===== src/rtl/write_fifo_if.sv =====
// Producer-stream and FIFO write-port signals of the write engine.
// The slave side sits on the engine; master is the surrounding environment.
interface write_fifo_if #(
  parameter int DATA_WIDTH = 512
);
  logic                  in_wvalid;
  logic [DATA_WIDTH-1:0] in_wdata;
  logic                  in_almostfull;
  logic                  fifo_we;
  logic [DATA_WIDTH-1:0] fifo_wdata;
  logic                  fifo_full;

  modport master (
    output in_wvalid, in_wdata, fifo_full,
    input  in_almostfull, fifo_we, fifo_wdata
  );

  modport slave (
    input  in_wvalid, in_wdata, fifo_full,
    output in_almostfull, fifo_we, fifo_wdata
  );
endinterface


===== src/rtl/write_fifo.sv =====
// Length-bounded burst writer: producer beats pass through a small skid
// buffer into a FIFO write port; op_done pulses with the final write.
module write_fifo #(
  parameter int DATA_WIDTH = 512,
  parameter int SKID_DEPTH = 8,
  parameter int SLACK      = 4
) (
  input  logic               clk,
  input  logic               reset,
  input  logic               op_start,
  input  logic [31:0]        configreg,
  output logic               op_done,
  output logic               drop_error,
  write_fifo_if.slave        wif
);
  localparam int PW = $clog2(SKID_DEPTH);
  localparam logic [PW:0] ONE      = (PW+1)'(1);
  localparam logic [PW:0] FULL_LVL = (PW+1)'(SKID_DEPTH);
  localparam logic [PW:0] AF_LVL   = (PW+1)'(SKID_DEPTH - SLACK);

  typedef enum logic {IDLE, WRITE} state_t;

  state_t                r_state;
  logic [15:0]           r_len, r_acc_cnt, r_wr_cnt;
  logic [DATA_WIDTH-1:0] r_skid [SKID_DEPTH];
  logic [PW:0]           r_wptr, r_rptr;
  logic                  r_op_done, r_drop_error, r_we, r_af;
  logic [DATA_WIDTH-1:0] r_wdata;

  logic [PW:0] w_occ, w_occ_nxt;
  logic        w_empty, w_full, w_push, w_pop, w_drop, w_last;
  logic        w_in_write_nxt, w_af_nxt;
  logic        w_unused_cfg;

  assign w_unused_cfg = ^configreg[15:0];

  assign w_occ   = r_wptr - r_rptr;
  assign w_empty = (w_occ == '0);
  assign w_full  = (w_occ == FULL_LVL);
  assign w_pop   = !w_empty && !wif.fifo_full;
  // A push into a full skid is still legal when the same edge pops the head.
  assign w_push  = (r_state == WRITE) && wif.in_wvalid &&
                   (r_acc_cnt != r_len) && (!w_full || w_pop);
  assign w_drop  = wif.in_wvalid && !w_push;
  assign w_last  = (r_state == WRITE) && w_pop && ((r_wr_cnt + 16'd1) == r_len);

  assign w_occ_nxt = w_occ + (PW+1)'(w_push) - (PW+1)'(w_pop);
  assign w_in_write_nxt = (r_state == WRITE) ? !w_last
                                             : (op_start && (configreg[31:16] != 16'd0));
  assign w_af_nxt = (w_occ_nxt >= AF_LVL) || (wif.fifo_full && w_in_write_nxt);

  always_ff @(posedge clk) begin
    if (w_push) r_skid[r_wptr[PW-1:0]] <= wif.in_wdata;
  end

  always_ff @(posedge clk) begin
    if (reset) begin
      r_state      <= IDLE;
      r_len        <= '0;
      r_acc_cnt    <= '0;
      r_wr_cnt     <= '0;
      r_wptr       <= '0;
      r_rptr       <= '0;
      r_op_done    <= 1'b0;
      r_drop_error <= 1'b0;
      r_we         <= 1'b0;
      r_af         <= 1'b0;
      r_wdata      <= '0;
    end else begin
      r_op_done <= 1'b0;
      r_af      <= w_af_nxt;
      r_we      <= w_pop;
      if (w_push) begin
        r_wptr    <= r_wptr + ONE;
        r_acc_cnt <= r_acc_cnt + 16'd1;
      end
      if (w_pop) begin
        r_wdata  <= r_skid[r_rptr[PW-1:0]];
        r_rptr   <= r_rptr + ONE;
        r_wr_cnt <= r_wr_cnt + 16'd1;
      end
      case (r_state)
        IDLE: if (op_start) begin
          r_len        <= configreg[31:16];
          r_acc_cnt    <= '0;
          r_wr_cnt     <= '0;
          r_drop_error <= 1'b0;
          if (configreg[31:16] == 16'd0) r_op_done <= 1'b1;
          else                           r_state   <= WRITE;
        end
        WRITE: if (w_last) begin
          r_op_done <= 1'b1;
          r_state   <= IDLE;
        end
        default: r_state <= IDLE;
      endcase
      // Placed after the start clear so a beat coinciding with op_start still flags.
      if (w_drop) r_drop_error <= 1'b1;
    end
  end

  assign op_done           = r_op_done;
  assign drop_error        = r_drop_error;
  assign wif.fifo_we       = r_we;
  assign wif.fifo_wdata    = r_wdata;
  assign wif.in_almostfull = r_af;
endmodule

===== src/flat_wrapper.sv =====
// flat-port wrapper written by rule: the top's interface ports become plain ports
module write_fifo_flat 
#(
  parameter int DATA_WIDTH = 512,
  parameter int SKID_DEPTH = 8,
  parameter int SLACK      = 4
)
  (clk, reset, op_start, configreg, op_done, drop_error, wif_in_wvalid, wif_in_wdata, wif_fifo_full, wif_in_almostfull, wif_fifo_we, wif_fifo_wdata);
  write_fifo_if #(.DATA_WIDTH(DATA_WIDTH)) wif_i ();
  input  logic clk;
  input  logic reset;
  input  logic op_start;
  input  logic [31:0] configreg;
  output logic op_done;
  output logic drop_error;
  input wire logic [$bits(wif_i.in_wvalid)-1:0] wif_in_wvalid;
  input wire logic [$bits(wif_i.in_wdata)-1:0] wif_in_wdata;
  input wire logic [$bits(wif_i.fifo_full)-1:0] wif_fifo_full;
  output wire logic [$bits(wif_i.in_almostfull)-1:0] wif_in_almostfull;
  output wire logic [$bits(wif_i.fifo_we)-1:0] wif_fifo_we;
  output wire logic [$bits(wif_i.fifo_wdata)-1:0] wif_fifo_wdata;
  assign wif_i.in_wvalid = wif_in_wvalid;
  assign wif_i.in_wdata = wif_in_wdata;
  assign wif_i.fifo_full = wif_fifo_full;
  assign wif_in_almostfull = wif_i.in_almostfull;
  assign wif_fifo_we = wif_i.fifo_we;
  assign wif_fifo_wdata = wif_i.fifo_wdata;
  write_fifo #(.DATA_WIDTH(DATA_WIDTH), .SKID_DEPTH(SKID_DEPTH), .SLACK(SLACK)) u_core (.clk(clk), .reset(reset), .op_start(op_start), .configreg(configreg), .op_done(op_done), .drop_error(drop_error), .wif(wif_i));
endmodule

===== config.mk =====
export PLATFORM = sky130hd
export DESIGN_NAME = write_fifo_flat
export DESIGN_NICKNAME = d
export VERILOG_FILES = /design/src/rtl/write_fifo_if.sv /design/src/rtl/write_fifo.sv /design/src/flat_wrapper.sv
export SDC_FILE = /design/constraint.sdc
export NUM_CORES = 2
export LEC_CHECK = 0
export CAP_MARGIN = 15
export CORE_ASPECT_RATIO = 0.9
export CORE_MARGIN = 4
export CORE_UTILIZATION = 28
export CTS_BUF_LIST = sky130_fd_sc_hd__clkbuf_2
export DETAILED_ROUTE_END_ITERATION = 16
export SETUP_SLACK_MARGIN = 0.15
export SYNTH_ARGS = -nofsm -noshare
export SYNTH_HDL_FRONTEND = slang
export SYNTH_SLANG_ARGS = --single-unit
export TNS_END_PERCENT = 20

===== constraint.sdc =====
create_clock -name clk -period 79.6 [get_ports clk]
set_input_delay 15.92 -clock clk [delete_from_list [all_inputs] [get_ports clk]]
set_output_delay 15.92 -clock clk [all_outputs]
set_load 0.02 [all_outputs]

==> flow_summary.toml <==
[run_status]
outcome = "finished clean"

[route]
remaining_drc_errors = 0
vias = 91400
wl_per_cell_um = 23.2
wirelength_mm = 455
drt_iter0_drc = 6672
detail-route-antenna-nets = 0
first_pass_iters = 6
vias_per_cell = 4.66

[clock_tree]
cts.sinks = 4669
cts_made_buffers = 1239
htree_levels = 7
ctsHoldBuffers = 0
path_clk_slew_ns = 0.08
cts_resized = 0
clock_latency_ns = 2.26
cts_buffer_depth = 5
cts_tree = "yes"
post-cts-setup-buffers = 0
cts_root_buf = "clkbuf_2"

[yosys]
synth_edf_count = 4096
yosysWarnings = 0
yosys.area.top_type = "edfxtp_1"
ys_ff_latch = 4669
synth.distinct_cells = 52
synth_fp_nets = 9175
synthTopCellsByArea = "edfxtp_1 72%, mux4_2 13%, dfxtp_1 6.7%, a311oi_1 2.6%, nand2_1 2.4%"
syn_area_sq_mm = 0.172
yosysSeqAreaShare_pct = 78.2
avgSynthCellArea_sq_um = 20.0
synthCells = 8614
synth_top_area_share_pct = 71.5
async_reset_ff_share_pct = 0
synth_ff_type = "edfxtp_1"

[worst_setup_path]
slowest_delay_ns = 0.81
crit_top_cell = "buf_4"
path_cells = "clkdlybuf4s50_1 -> nor2_1 -> o311a_1 -> nand3_1 -> nor3b_2 -> buf_4 -> buf_4 -> buf_4 -> buf_4 -> buf_4 -> buf_4"
cp_max_fo = 45
r2r_slack_ns = 71.20
cp.required_ns = 81.25
r2r_start = "u_core.r_rptr[2]"
crit_path_start_kind = "input pin"
path_class = "input pin to flop"
slowest_stage = "buf_4"
timing.rr.end = "u_core.r_skid[4][386]"
cp.arrival_ns = 22.40
endpoint_kind = "flop"
rr_worst_depth = 16

[die]
row_count = 272
ios = 1065
die_w_um = 834
dieArea_sq_mm = 0.627
start_util_pct = 28.2
design.core.area_sq_mm = 0.611
die_h_um = 752

[worst_hold_path]
min_from = "u_core.wif.fifo_wdata[380]"
whs_endpoint = "u_core.wif.fifo_wdata[380]"
min_path_type = "flop to flop"
hold_path_depth = 2

[final_layout]
fin_util_pct = 33.2
fin_nets = 11100
stdcell_count = 19600
drive_gt1_share_pct = 27.3
areaGrowthSynthToFinish_pct = 18.1

[global_route]
grt_max_degree = 150
grt_pass1_vias = 93000
grt_overflow = 0
antenna_found_initial = 163
grt_usage_pct = 14.2
grt_pass1_wl_mm = 652

[timing]
slew_violations = 0
timing.setup.tns_ns = 0
rsz0062_at_grt = "false"
setup_viol = 0
relSlewSlack_pct = 30.8
finalHoldViolCount = 0
timing.fmax_mhz = 48.2
worst_pin_slew_ns = 1.04
min_period_over_period_pct = 26.1
period_minus_slack_ns = 20.76
skew_ns = 0.247

[power_and_ir_drop]
power_switching_mw = 1.89
power_frac_seq_pct = 49.1
pwr-share-clk_pct = 26.9
max-vdd-ir-drop_mv = 0.0240
leakage_nw = 64.8
netSwitchingFraction_pct = 31.5
p_per_area_mw_per_mm2 = 29.5
combPwrFrac_pct = 24.1
cell_internal_pwr_mw = 4.11

[place]
port_buffers = 1048
gp_congestion = 0.734
dp_hpwl_mm = 256
place_inst = 17400

[run]
max_cap_violations = 0
registers in the layout, summed over array words and instances (netlist names):
register,flops
u_core.r_acc_cnt,16
u_core.wif.fifo_wdata,512
u_core.r_rptr,4
u_core.wif.in_almostfull,1
u_core.r_skid,4096
u_core.r_wptr,4
u_core.r_state,1
u_core.wif.fifo_we,1
u_core.op_done,1
u_core.r_wr_cnt,16
u_core.r_len,16
u_core.drop_error,1
synthesized netlist by cell type (3+ instances only):
cell type / count
edfxtp_1: 4096
dfxtp_1: 573
a21o_1: 3
nand2_1: 1086
or3_1: 4
nor2b_1: 4
nand4_1: 8
xor2_1: 38
ha_1: 11
nor2_1: 563
nand3_1: 16
mux2i_1: 4
and3_1: 7
xnor2_1: 37
o21ai_0: 6
a21oi_1: 26
inv_1: 11
buf_1: 31
a311oi_1: 513
nor3_1: 8
mux4_2: 1024
buf_2: 107
nor4_1: 10
clkbuf_1: 393
worst max path at each step:
stage / from / end / slack (ns) / depth (start not counted)
global placement: wif_fifo_full / u_core.r_skid[4][353] / 56.59 / 11
floorplan: wif_fifo_full / u_core.r_skid[1][0] / 12.33 / 5
detailed placement: wif_fifo_full / u_core.r_skid[4][479] / 56.59 / 11
global route: wif_fifo_full / u_core.r_skid[4][386] / 58.95 / 11
CTS: u_core.wif.fifo_wdata[111] / wif_fifo_wdata[111] / 59.20 / 1
finish: wif_fifo_full / u_core.r_skid[4][386] / 58.84 / 11
cells in the final DEF (no fill, tap or decap), drive strengths merged, types with 9 or more instances in the layout:
cell	instances
a311oi	513
mux4	1024
diode	77
clkdlybuf4s50	1046
bufinv	11
clkbuf	1850
nand4	10
clkinv	264
xnor2	37
a21oi	26
nand3	16
edfxtp	4096
nor2	564
ha	11
buf	181
xor2	38
nand2	1086
inv	30
nor3	9
nor4	10
dfxtp	573
cell type report:
type	count	area, sq um
Timing Repair Buffer	1227	12200
Sequential cell	4669	134000
Antenna cell	77	193
Clock inverter	294	1430
Inverter	12	57.6
Fill cell	58600	408000
Clock buffer	1850	9260
Tap cell	8083	10100
Multi-Input combinational cell	3398	35400
power groups by stage:
stage,registers (mW),logic (mW),clock network [mW]
detailed placement,3.00,1.47,0
CTS,2.94,1.47,1.68
global route,2.96,1.55,1.82
floorplan,3.15,0.727,0
global placement,3.00,1.46,0
finish,2.94,1.44,1.61
kinds of logic after synthesis:
logic type,share of synthesized area [%]
buffers and inverters,1.28
AOI/OAI and AO/OA,2.76
muxes,13.4
adders and majority gates,0.0916
xor gates and xnor gates,0.382
and+or+nand+nor,3.89
DFF,78.2
metrics by stage:
step	area [sq um]	setup WS (ns)	power (mW)	hold WS, ns
3_3_place_gp	192000	56.59	4.46	0.481
2_1_floorplan	172000	12.33	3.88	0.470
3_5_place_dp	192000	56.59	4.47	0.489
5_1_grt	203000	58.95	6.33	0.513
4_1_cts	203000	59.20	6.10	0.502
6_report	203000	58.84	5.99	0.496
layer usage:
metal	track usage, %	wire (um)	vias up	share of wire, %
met1	17.8	185000	47600	41
met3	4.53	35400	925	7.8
met2	23.2	223000	3189	49
li1	-	-	39600	-
met5	0	464	-	0.10
met4	5.07	11600	74	2.5
critical path: cells and delay by family:
family,cells,cell delay (ns)
and+or+nand+nor,3,1.13
buffers and inverters,7,4.65
AOI/OAI and AO/OA,1,0.41
Power figures use the tool's default switching activity.
